==> config.mk <==
export PLATFORM = sky130hd
export DESIGN_NAME = scpu_sram_io_slave_flat
export DESIGN_NICKNAME = d
export VERILOG_FILES = /design/src/rtl/scpu_io_pkg.sv /design/src/rtl/scpu_sram_io_slave_if.sv /design/src/rtl/scpu_io_shift_reg.sv /design/src/rtl/scpu_sram_io_slave.sv /design/src/flat_wrapper.sv
export SDC_FILE = /design/constraint.sdc
export NUM_CORES = 1
export LEC_CHECK = 0
export BUFFER_PORTS_ARGS = -buffer_cell sky130_fd_sc_hd__buf_4
export CAP_MARGIN = 20
export CORE_ASPECT_RATIO = 0.6
export CORE_MARGIN = 4
export CORE_UTILIZATION = 60
export CTS_CLUSTER_DIAMETER = 40
export DETAILED_ROUTE_END_ITERATION = 7
export PLACE_DENSITY = 0.83
export SYNTH_ARGS = -nofsm -noshare
export SYNTH_HDL_FRONTEND = slang
export SYNTH_HIERARCHICAL = 1
export SYNTH_SLANG_ARGS = --single-unit
==> constraint.sdc <==
create_clock -name csi_clk -period 4.8 [get_ports csi_clk]
set_input_delay 0.24 -clock csi_clk [delete_from_list [all_inputs] [get_ports csi_clk]]
set_output_delay 0.24 -clock csi_clk [all_outputs]
set_load 0.005 [all_outputs]
==> src/rtl/scpu_io_pkg.sv <==
// Shared types and constants for the SCPU serial SRAM loader responder.
package scpu_io_pkg;

    localparam int MEM_DATA_W_DEF = 8;
    localparam int MEM_ADDR_W_DEF = 9;

    typedef enum logic [2:0] {
        IDLE  = 3'd0,
        SHIFT = 3'd1,
        WRITE = 3'd2,
        READ  = 3'd3,
        RWAIT = 3'd4,
        RUN   = 3'd5
    } state_t;

    localparam logic [1:0] MODE_NOP = 2'b00;
    localparam logic [1:0] MODE_WR  = 2'b01;
    localparam logic [1:0] MODE_RD  = 2'b10;
    localparam logic [1:0] MODE_RUN = 2'b11;

    // Serial word is {addr, data}, so its length follows the SRAM geometry.
    function automatic int reg_bits_width(input int addr_w, input int data_w);
        return addr_w + data_w;
    endfunction

    localparam int REG_BITS_WIDTH_DEF = reg_bits_width(MEM_ADDR_W_DEF, MEM_DATA_W_DEF);

endpackage

==> src/rtl/scpu_sram_io_slave_if.sv <==
// Pad-side control, SRAM and CPU hand-off signals of the loader responder.
interface scpu_sram_io_slave_if #(
    parameter int MEMORY_DATA_WIDTH = 8,
    parameter int MEMORY_ADDR_WIDTH = 9
);
    logic                         ctrl_load_i;
    logic                         ctrl_si_i;
    logic                         ctrl_bgn_i;
    logic [1:0]                   ctrl_mod_i;
    logic                         ctrl_so_o;
    logic                         ctrl_rdy_o;
    logic [MEMORY_ADDR_WIDTH-1:0] sram_addr_o;
    logic [MEMORY_DATA_WIDTH-1:0] sram_wdata_o;
    logic                         sram_we_o;
    logic                         sram_re_o;
    logic [MEMORY_DATA_WIDTH-1:0] sram_rdata_i;
    logic                         cpu_run_o;
    logic                         cpu_done_i;

    modport slave (
        input  ctrl_load_i, ctrl_si_i, ctrl_bgn_i, ctrl_mod_i, sram_rdata_i, cpu_done_i,
        output ctrl_so_o, ctrl_rdy_o, sram_addr_o, sram_wdata_o, sram_we_o, sram_re_o,
               cpu_run_o
    );

    modport master (
        output ctrl_load_i, ctrl_si_i, ctrl_bgn_i, ctrl_mod_i, sram_rdata_i, cpu_done_i,
        input  ctrl_so_o, ctrl_rdy_o, sram_addr_o, sram_wdata_o, sram_we_o, sram_re_o,
               cpu_run_o
    );
endinterface

==> src/rtl/scpu_io_shift_reg.sv <==
// Serial exchange shifter: parallel load, LSB-first shift, bit counter and last-shift flag.
module scpu_io_shift_reg #(
    parameter int WIDTH = 17
) (
    input  logic             clk,
    input  logic             rst_n,
    input  logic             load,
    input  logic [WIDTH-1:0] load_word,
    input  logic             si,
    output logic [WIDTH-1:0] word,
    output logic             done
);
    localparam int CNT_W = $clog2(WIDTH + 1);

    logic [WIDTH-1:0] shift_reg;
    logic [CNT_W-1:0] bit_cnt;

    // A nonzero counter means an exchange is in flight; load always restarts it.
    always_ff @(posedge clk or negedge rst_n) begin
        if (!rst_n) begin
            shift_reg <= '0;
            bit_cnt   <= '0;
        end else if (load) begin
            shift_reg <= load_word;
            bit_cnt   <= CNT_W'(WIDTH);
        end else if (bit_cnt != '0) begin
            shift_reg <= {si, shift_reg[WIDTH-1:1]};
            bit_cnt   <= bit_cnt - CNT_W'(1);
        end
    end

    assign word = shift_reg;
    assign done = (bit_cnt == CNT_W'(1));

endmodule

==> src/rtl/scpu_sram_io_slave.sv <==
// On-chip responder for the serial SRAM loader: serial exchange, SRAM write/read and CPU hand-off.
module scpu_sram_io_slave
    import scpu_io_pkg::*;
#(
    parameter int MEMORY_DATA_WIDTH = 8,
    parameter int MEMORY_ADDR_WIDTH = 9,
    parameter int RD_LATENCY        = 1
) (
    input  logic                 csi_clk,
    input  logic                 rsi_reset_n,
    scpu_sram_io_slave_if.slave  bus
);
    localparam int REG_BITS_WIDTH = reg_bits_width(MEMORY_ADDR_WIDTH, MEMORY_DATA_WIDTH);
    localparam int RD_CNT_W       = $clog2(RD_LATENCY + 1);

    state_t                    state;
    logic [REG_BITS_WIDTH-1:0] rb_word;
    logic [REG_BITS_WIDTH-1:0] shift_word;
    logic [RD_CNT_W-1:0]       rd_cnt;
    logic                      bgn_d;
    logic                      bgn_edge;
    logic                      load_ok;
    logic                      sh_done;

    // Commands own the shift register while they run, so LOAD is only honoured when idle or shifting.
    assign load_ok  = bus.ctrl_load_i && (state == IDLE || state == SHIFT);
    assign bgn_edge = bus.ctrl_bgn_i & ~bgn_d;

    scpu_io_shift_reg #(
        .WIDTH(REG_BITS_WIDTH)
    ) u_shift (
        .clk       (csi_clk),
        .rst_n     (rsi_reset_n),
        .load      (load_ok),
        .load_word (rb_word),
        .si        (bus.ctrl_si_i),
        .word      (shift_word),
        .done      (sh_done)
    );

    // bgn_d resets high so a BGN level held through reset release is not an edge.
    always_ff @(posedge csi_clk or negedge rsi_reset_n) begin
        if (!rsi_reset_n) begin
            state   <= IDLE;
            rb_word <= '0;
            rd_cnt  <= '0;
            bgn_d   <= 1'b1;
        end else begin
            bgn_d <= bus.ctrl_bgn_i;
            case (state)
                IDLE: begin
                    if (load_ok) begin
                        state <= SHIFT;
                    end else if (bgn_edge) begin
                        case (bus.ctrl_mod_i)
                            MODE_WR:  state <= WRITE;
                            MODE_RD:  state <= READ;
                            MODE_RUN: state <= RUN;
                            default:  state <= IDLE;
                        endcase
                    end
                end
                SHIFT: begin
                    if (!load_ok && sh_done) state <= IDLE;
                end
                WRITE: begin
                    rb_word <= shift_word;
                    state   <= IDLE;
                end
                READ: begin
                    rd_cnt <= RD_CNT_W'(RD_LATENCY);
                    state  <= RWAIT;
                end
                RWAIT: begin
                    rd_cnt <= rd_cnt - RD_CNT_W'(1);
                    if (rd_cnt == RD_CNT_W'(1)) begin
                        rb_word <= {shift_word[REG_BITS_WIDTH-1:MEMORY_DATA_WIDTH], bus.sram_rdata_i};
                        state   <= IDLE;
                    end
                end
                RUN: begin
                    if (bus.cpu_done_i) state <= IDLE;
                end
                default: state <= IDLE;
            endcase
        end
    end

    assign bus.ctrl_so_o    = shift_word[0];
    assign bus.ctrl_rdy_o   = (state == IDLE);
    assign bus.sram_we_o    = (state == WRITE);
    assign bus.sram_re_o    = (state == READ);
    assign bus.cpu_run_o    = (state == RUN);
    assign bus.sram_addr_o  = shift_word[REG_BITS_WIDTH-1:MEMORY_DATA_WIDTH];
    assign bus.sram_wdata_o = shift_word[MEMORY_DATA_WIDTH-1:0];

endmodule
==> src/flat_wrapper.sv <==
// flat-port wrapper written by rule: the top's interface ports become plain ports
module scpu_sram_io_slave_flat import scpu_io_pkg::*;
#(
    parameter int MEMORY_DATA_WIDTH = 8,
    parameter int MEMORY_ADDR_WIDTH = 9,
    parameter int RD_LATENCY        = 1
)
  (csi_clk, rsi_reset_n, bus_ctrl_load_i, bus_ctrl_si_i, bus_ctrl_bgn_i, bus_ctrl_mod_i, bus_sram_rdata_i, bus_cpu_done_i, bus_ctrl_so_o, bus_ctrl_rdy_o, bus_sram_addr_o, bus_sram_wdata_o, bus_sram_we_o, bus_sram_re_o, bus_cpu_run_o);
  scpu_sram_io_slave_if #(.MEMORY_DATA_WIDTH(MEMORY_DATA_WIDTH), .MEMORY_ADDR_WIDTH(MEMORY_ADDR_WIDTH)) bus_i ();
  input  logic csi_clk;
  input  logic rsi_reset_n;
  input wire logic [$bits(bus_i.ctrl_load_i)-1:0] bus_ctrl_load_i;
  input wire logic [$bits(bus_i.ctrl_si_i)-1:0] bus_ctrl_si_i;
  input wire logic [$bits(bus_i.ctrl_bgn_i)-1:0] bus_ctrl_bgn_i;
  input wire logic [$bits(bus_i.ctrl_mod_i)-1:0] bus_ctrl_mod_i;
  input wire logic [$bits(bus_i.sram_rdata_i)-1:0] bus_sram_rdata_i;
  input wire logic [$bits(bus_i.cpu_done_i)-1:0] bus_cpu_done_i;
  output wire logic [$bits(bus_i.ctrl_so_o)-1:0] bus_ctrl_so_o;
  output wire logic [$bits(bus_i.ctrl_rdy_o)-1:0] bus_ctrl_rdy_o;
  output wire logic [$bits(bus_i.sram_addr_o)-1:0] bus_sram_addr_o;
  output wire logic [$bits(bus_i.sram_wdata_o)-1:0] bus_sram_wdata_o;
  output wire logic [$bits(bus_i.sram_we_o)-1:0] bus_sram_we_o;
  output wire logic [$bits(bus_i.sram_re_o)-1:0] bus_sram_re_o;
  output wire logic [$bits(bus_i.cpu_run_o)-1:0] bus_cpu_run_o;
  assign bus_i.ctrl_load_i = bus_ctrl_load_i;
  assign bus_i.ctrl_si_i = bus_ctrl_si_i;
  assign bus_i.ctrl_bgn_i = bus_ctrl_bgn_i;
  assign bus_i.ctrl_mod_i = bus_ctrl_mod_i;
  assign bus_i.sram_rdata_i = bus_sram_rdata_i;
  assign bus_i.cpu_done_i = bus_cpu_done_i;
  assign bus_ctrl_so_o = bus_i.ctrl_so_o;
  assign bus_ctrl_rdy_o = bus_i.ctrl_rdy_o;
  assign bus_sram_addr_o = bus_i.sram_addr_o;
  assign bus_sram_wdata_o = bus_i.sram_wdata_o;
  assign bus_sram_we_o = bus_i.sram_we_o;
  assign bus_sram_re_o = bus_i.sram_re_o;
  assign bus_cpu_run_o = bus_i.cpu_run_o;
  scpu_sram_io_slave #(.MEMORY_DATA_WIDTH(MEMORY_DATA_WIDTH), .MEMORY_ADDR_WIDTH(MEMORY_ADDR_WIDTH), .RD_LATENCY(RD_LATENCY)) u_core (.csi_clk(csi_clk), .rsi_reset_n(rsi_reset_n), .bus(bus_i));
endmodule
==> metrics.yaml, run 1 <==
setup_path:
  path_max_fanout: 18
  arrival_ns: 2.54
  critPathRequiredTime_ns: 4.97
  end_kind: "flop"
  start_kind: "flop"
  criticalPathCategory: "reg -> reg"
cells_and_area:
  fin_cells: 249
  drive_gt1_share_pct: 50.0
  fin_area_mm2: 0.00273
  n_fill_cell: 243
  syn_to_final_growth_pct: 15.8
  fin_nets: 223
  antenna_cells: 0
clocking:
  htree_levels: 2
  clk_path_buf_depth: 2
  post-cts-setup-buffer-count: 0
  cts_resized: 0
  cts-buffers-inserted: 5
  clkTransAtPathRegs_ns: 0.08
  numClockSinks: 44
  cts_tree: "yes"
  cts_hold_buf: 1
  insertion_delay_ns: 0.29
  root_buffer: "clkbuf_8"
power:
  power_density_mw_per_mm2: 585
  leakage_nw: 1.36
  peakVddDrop_mv: 0.365
route:
  totalWireLength_um: 4560
  drt_iter0_markers: 88
  ant_nets: 0
  vias: 1412
  first_pass_iters: 4
  drt-wirelength-per-cell_um: 18.3
  viasPerCell: 5.67
  drc: 0
grt:
  grt_max_degree: 45
  groute.usage.overall_pct: 19.7
  grt_pass1_wl_um: 7620
  overflow: 0
  grt_pass1_vias: 1453
  antenna_found_initial: 0
synthesis:
  ys_ff_latch: 44
  yosysUniqueCellTypes: 37
  syn-cell-area_mm2: 0.00236
  avgSynthCellArea_um2: 14.2
  ys_seq_area_share_pct: 46.7
  synth_warnings: 6
  syn-num-nets: 187
  synth_cells: 166
sta:
  fin_setup_tns_ns: 0
  finalCritPeriodShare_pct: 49.2
  rsz0062_at_grt: "no"
  drv_slew: 0
  clock_skew_ns: 0.00541
  fin_crit_ns: 2.36
  max_clock_freq_ghz: 0.423
  maxSlewHeadroom_pct: 37.3
  hold_viol: 0
  worst_pin_slew_ns: 0.941
  setup_viol: 0
floorplan:
  dieArea_mm2: 0.00503
  rows: 17
  start_util_pct: 63.4
  ios: 38
  fp.coreArea_mm2: 0.00372
  fp.dieW_um: 88.9
  die_h_um: 56.6
placement:
  port_buffers: 37
  post_dp_cell_area_mm2: 0.00263
  placed_cells: 241
  place_congestion: 0.862
  dp_hpwl_um: 3200
outcome:
  status: "complete, no violations"
hold_path:
  min_path_type: "in -> reg"
run:
  drv_cap: 0
## final timing paths
path	startpoint	cells after the start	end	slack (ns)
max reg2reg	u_core/u_shift/bit_cnt[0]	5	u_core/u_shift/word[7]	2.44
max	u_core/u_shift/bit_cnt[0]	5	u_core/u_shift/word[7]	2.44
max in group asynchronous	rsi_reset_n	2	u_core/bgn_d	3.95
min in group asynchronous	rsi_reset_n	2	u_core/rb_word[7]	0.47
min reg2reg	u_core/rb_word[12]	1	u_core/rb_word[12]	0.49
min	bus_ctrl_bgn_i	1	u_core/bgn_d	0.07
## layout make-up
| class | instances | area, µm² | share of cell area, % |
|---|---|---|---|
| Inverter | 4 | 15.0 | 0.550 |
| Sequential cell | 44 | 1100 | 40.4 |
| Tap cell | 47 | 58.8 | 2.15 |
| Multi-Input combinational cell | 108 | 1160 | 42.6 |
| Timing Repair Buffer | 39 | 295 | 10.8 |
| Clock buffer | 7 | 96.3 | 3.53 |
## power breakdown
| group | total (mW) | internal [mW] | switching (mW) | leakage [nW] |
|---|---|---|---|---|
| registers | 0.663 | 0.510 | 0.153 | 0.573 |
| clock network | 0.247 | 0.128 | 0.119 | 0.0503 |
| logic | 0.688 | 0.435 | 0.253 | 0.737 |
## cell usage after synthesis (all sizes together)
library cell | count | share of area (%)
a21o | 1 | 0.32
a21oi | 6 | 1.8
a221o | 1 | 0.42
and2b | 1 | 0.32
and3b | 2 | 0.74
buf | 7 | 3.0
clkbuf | 3 | 0.48
dfrtp | 43 | 46
dfstp | 1 | 1.1
ha | 5 | 2.7
inv | 4 | 0.64
mux2 | 59 | 32
mux2i | 1 | 0.42
nand2b | 6 | 1.6
nand3b | 3 | 1.5
nor2 | 2 | 0.32
nor2b | 1 | 0.27
nor3 | 4 | 0.85
nor3b | 2 | 0.64
nor4 | 1 | 0.27
nor4b | 3 | 1.8
o21ai | 1 | 0.21
o21bai | 1 | 0.32
o31ai | 2 | 0.64
o32ai | 1 | 0.37
or2b | 2 | 0.64
or3 | 1 | 0.27
or3b | 1 | 0.37
xnor2 | 1 | 0.37
## logic make-up (layout without fill, tap and decap cells)
kind of cell | after synthesis | after routing | share of synthesized area, %
compound gates | 13 | 13 | 4.03
xor+xnor | 1 | 1 | 0.371
fa+ha+maj | 5 | 5 | 2.65
buf+inv | 14 | 50 | 4.14
flops | 44 | 44 | 46.7
mux | 60 | 60 | 32.6
simple gates | 29 | 29 | 9.50
## sequential cells by signal, summed over array words and instances (netlist names)
signal,flops
u_core/rd_cnt,1
u_core/u_shift/word,17
u_core/rb_word,17
u_core/state,3
u_core/u_shift/bit_cnt,5
u_core/bgn_d,1
## metrics by stage
stage	util, %	worst slack [ns]	hold WS [ns]	power [mW]
2_1_floorplan	-	2.74	-0.0556	1.13
3_3_place_gp	70.5	2.61	0.253	1.31
3_5_place_dp	70.5	2.46	0.265	1.35
4_1_cts	73.4	2.42	0.0578	1.61
5_1_grt	73.4	2.25	0.0489	1.70
6_report	73.4	2.44	0.0663	1.60
## cells in the final DEF, fill, tap and decap left out, types with 4 or more instances in the layout
cell type  synthesis  layout
a21oi_1            5       5
ha_1               5       5
inv_1              4       4
mux2_1             8       8
mux2_2            26      26
nand2b_1           6       6
nor3_1             4       4
buf_4              1      38
dfrtp_1           43      43
mux2_4            25      25
clkbuf_8           0       7
## critical path, cell delays in order (launching register included)
cell and delay, ns:
dfrtp_1 0.40, inv_1 0.10, ha_1 0.23, nor4b_4 0.29, and2b_1 0.80, mux2_2 0.42
## routing by layer
metal  global-route usage [%]  vias to the layer above  part of all wire (%)
met3                     4.55                        2                   4.1
met5                        0                        -                     0
li1                         -                      665                     -
met2                     30.4                       23                    47
met1                     28.9                      722                    49
met4                     3.18                        0                  0.26
(Power assumes the default switching activity.)
==> inputs of run 2 (changes only) <==
--- a/config.mk
+++ b/config.mk
@@ -9,10 +9,10 @@
 export CAP_MARGIN = 20
 export CORE_ASPECT_RATIO = 0.6
 export CORE_MARGIN = 4
-export CORE_UTILIZATION = 60
+export CORE_UTILIZATION = 56
 export CTS_CLUSTER_DIAMETER = 40
 export DETAILED_ROUTE_END_ITERATION = 7
-export PLACE_DENSITY = 0.83
+export PLACE_DENSITY = 0.78
 export SYNTH_ARGS = -nofsm -noshare
 export SYNTH_HDL_FRONTEND = slang
 export SYNTH_HIERARCHICAL = 1
==> constraint.sdc (replaced) <==
create_clock -name csi_clk -period 2.3 [get_ports csi_clk]
set_input_delay 0.115 -clock csi_clk [delete_from_list [all_inputs] [get_ports csi_clk]]
set_output_delay 0.115 -clock csi_clk [all_outputs]
set_load 0.005 [all_outputs]
==> run 2 against run 1 <==
Core utilization is 0.91 points lower. Cell count up 5.6%. Fmax up 18%. Clock power grew 98%. Power up 110%. Clock skew up 0.0034 ns. Global-route usage decreased by 1.3 points. Sequential power up 110%. Non-clock buffer count increased by 3. Design area rose by 2.2%. Wire length is 1.9% lower. Sequential share of layout area shrank 0.85 points. Critical endpoint is now u_core/rb_word[6]. Largest power group unchanged.
==> metrics.yaml, run 2 (synthesized netlist as in run 1, its figures left out) <==
placement:
  place_congestion: 0.843  # -2.2%
  port_buffers: 37  # unchanged
  post_dp_cell_area_mm2: 0.00268  # +2.0%
  dp_hpwl_um: 3160  # -1.5%
cells_and_area:
  antenna_cells: 0  # unchanged
  fin_area_mm2: 0.00279  # +2.2%
  most-common-layout-cells: "dfrtp_1, buf_4, mux2_2"
  final_common_cell: "dfrtp_1"
  syn_to_final_growth_pct: 18.3
  drive_gt1_share_pct: 50.5  # +0.49 points
  n_fill_cell: 270  # +11%
  fin_nets: 226  # +1.3%
sta:
  fin_crit_ns: 1.99  # -0.369 ns
  clock_skew_ns: 0.00877  # +0.00336 ns
  rsz0062_at_grt: "no"
  drv_slew: 0  # unchanged
  finalCritPeriodShare_pct: 86.7  # +37 points
  whs_ns: 0.0422  # -0.0241 ns
  worst_pin_slew_ns: 0.557  # -0.384 ns
  max_clock_freq_ghz: 0.502  # +18%
  maxSlewHeadroom_pct: 62.9  # +26 points
  fin_setup_tns_ns: 0  # unchanged
  setup_viol: 0  # unchanged
  hold_viol: 0  # unchanged
clocking:
  cts_tree: "yes"
  cts_resized: 0  # unchanged
  clkTransAtPathRegs_ns: 0.08  # about the same
  cts-buffers-inserted: 5  # unchanged
  htree_levels: 2  # unchanged
  numClockSinks: 44  # unchanged
  root_buffer: "clkbuf_8"
  insertion_delay_ns: 0.29  # about the same
  clk_path_buf_depth: 2  # unchanged
power:
  leakage_nw: 1.38  # +1.7%
  power_density_mw_per_mm2: 1190  # +100%
  peakVddDrop_mv: 0.564  # +55%
  power_mw: 3.33  # +110%
setup_path:
  end_kind: "flop"
  arrival_ns: 2.18  # -0.36 ns
  start_kind: "flop"
  path_max_fanout: 12  # -6
  criticalPathCategory: "reg -> reg"
  critPathRequiredTime_ns: 2.48  # -2.49 ns
grt:
  overflow: 0  # unchanged
  grt_pass1_wl_um: 7580  # -0.63%
  antenna_found_initial: 0  # unchanged
  grt_max_degree: 45  # unchanged
  grt_pass1_vias: 1515  # +4.3%
  met1_usage_pct: 25.1  # -3.8 points
  use_met3_pct: 4.80  # +0.25 points
  grt_busiest_layer: "met2"
  met2_usage_pct: 28.8  # -1.7 points
  groute.usage.overall_pct: 18.4  # -1.3 points
floorplan:
  die_h_um: 58.3  # +3.0%
  dieArea_mm2: 0.00535  # +6.3%
  fp.dieW_um: 91.8  # +3.2%
  ios: 38  # unchanged
  start_util_pct: 61.3  # -2.1 points
  fp.coreArea_mm2: 0.00385  # +3.4%
  rows: 17  # unchanged
outcome:
  status: "complete, no violations"
route:
  drt_iter0_markers: 68  # -23%
  totalWireLength_um: 4470  # -1.9%
  drt-wirelength-per-cell_um: 17.0  # -7.1%
  ant_nets: 0  # unchanged
  vias: 1429  # +1.2%
  first_pass_iters: 4  # unchanged
  viasPerCell: 5.43  # -4.2%
  drc: 0  # unchanged
hold_path:
  min_path_type: "in -> reg"
run:
  drv_cap: 0  # unchanged
[run 2: per-stage QoR]
stage / util, % / cells / setup WS [ns]
final: 72.5 / 263 / 0.306
after global routing: 72.5 / 263 / 0.236
after CTS: 72.5 / 263 / 0.305
after detailed placement: 69.5 / 253 / 0.329
after global placement: 69.5 / 253 / 0.413
after floorplan: - / 166 / 0.243
[run 2: final cells by class]
type	count	area [µm²]	share of cell area, %
inverters	4	15.0	0.538
well taps	57	71.3	2.56
repair buffers	42	345	12.4
flip-flops and latches	44	1100	39.5
clock buffers	6	82.6	2.96
clock inverters	2	10.0	0.359
multi-input cells	108	1160	41.7
[run 2: report_power, final]
part | internal (mW) | switching [mW]
Combinational | 0.936 | 0.530
Sequential | 1.06 | 0.314
Clock | 0.240 | 0.249
Total | 2.24 | 1.09
[run 2: timing repair]
item,4_1_cts,5_1_grt
buffers inserted,0,0
hold endpoints to repair,44,0
hold buffers,2,0
[run 2: per-layer routing]
layer | routed length [µm] | vias to the layer above
met5 | 0 | -
met4 | 36 | 0
met3 | 177 | 4
met2 | 2130 | 33
met1 | 2130 | 717
li1 | - | 675
[run 2: path summary, 6_finish.rpt]
kind	endpoint	slack, ns	cells after the start	from
min in group asynchronous	u_core/rb_word[15]	0.35	2	rsi_reset_n
max in group asynchronous	u_core/rb_word[3]	1.58	2	rsi_reset_n
worst min-delay path	u_core/state[1]	0.04	2	bus_ctrl_load_i
worst max register to register	u_core/rb_word[6]	0.31	3	u_core/state[2]
worst max-delay path	u_core/rb_word[6]	0.31	3	u_core/state[2]
worst min register to register	u_core/rb_word[8]	0.49	1	u_core/rb_word[8]
[run 2: worst max-delay path, stage by stage (launching register included)]
cell	delay [ns]
dfrtp_1	0.58
or3b_1	0.65
mux2_4	0.39
mux2_4	0.26
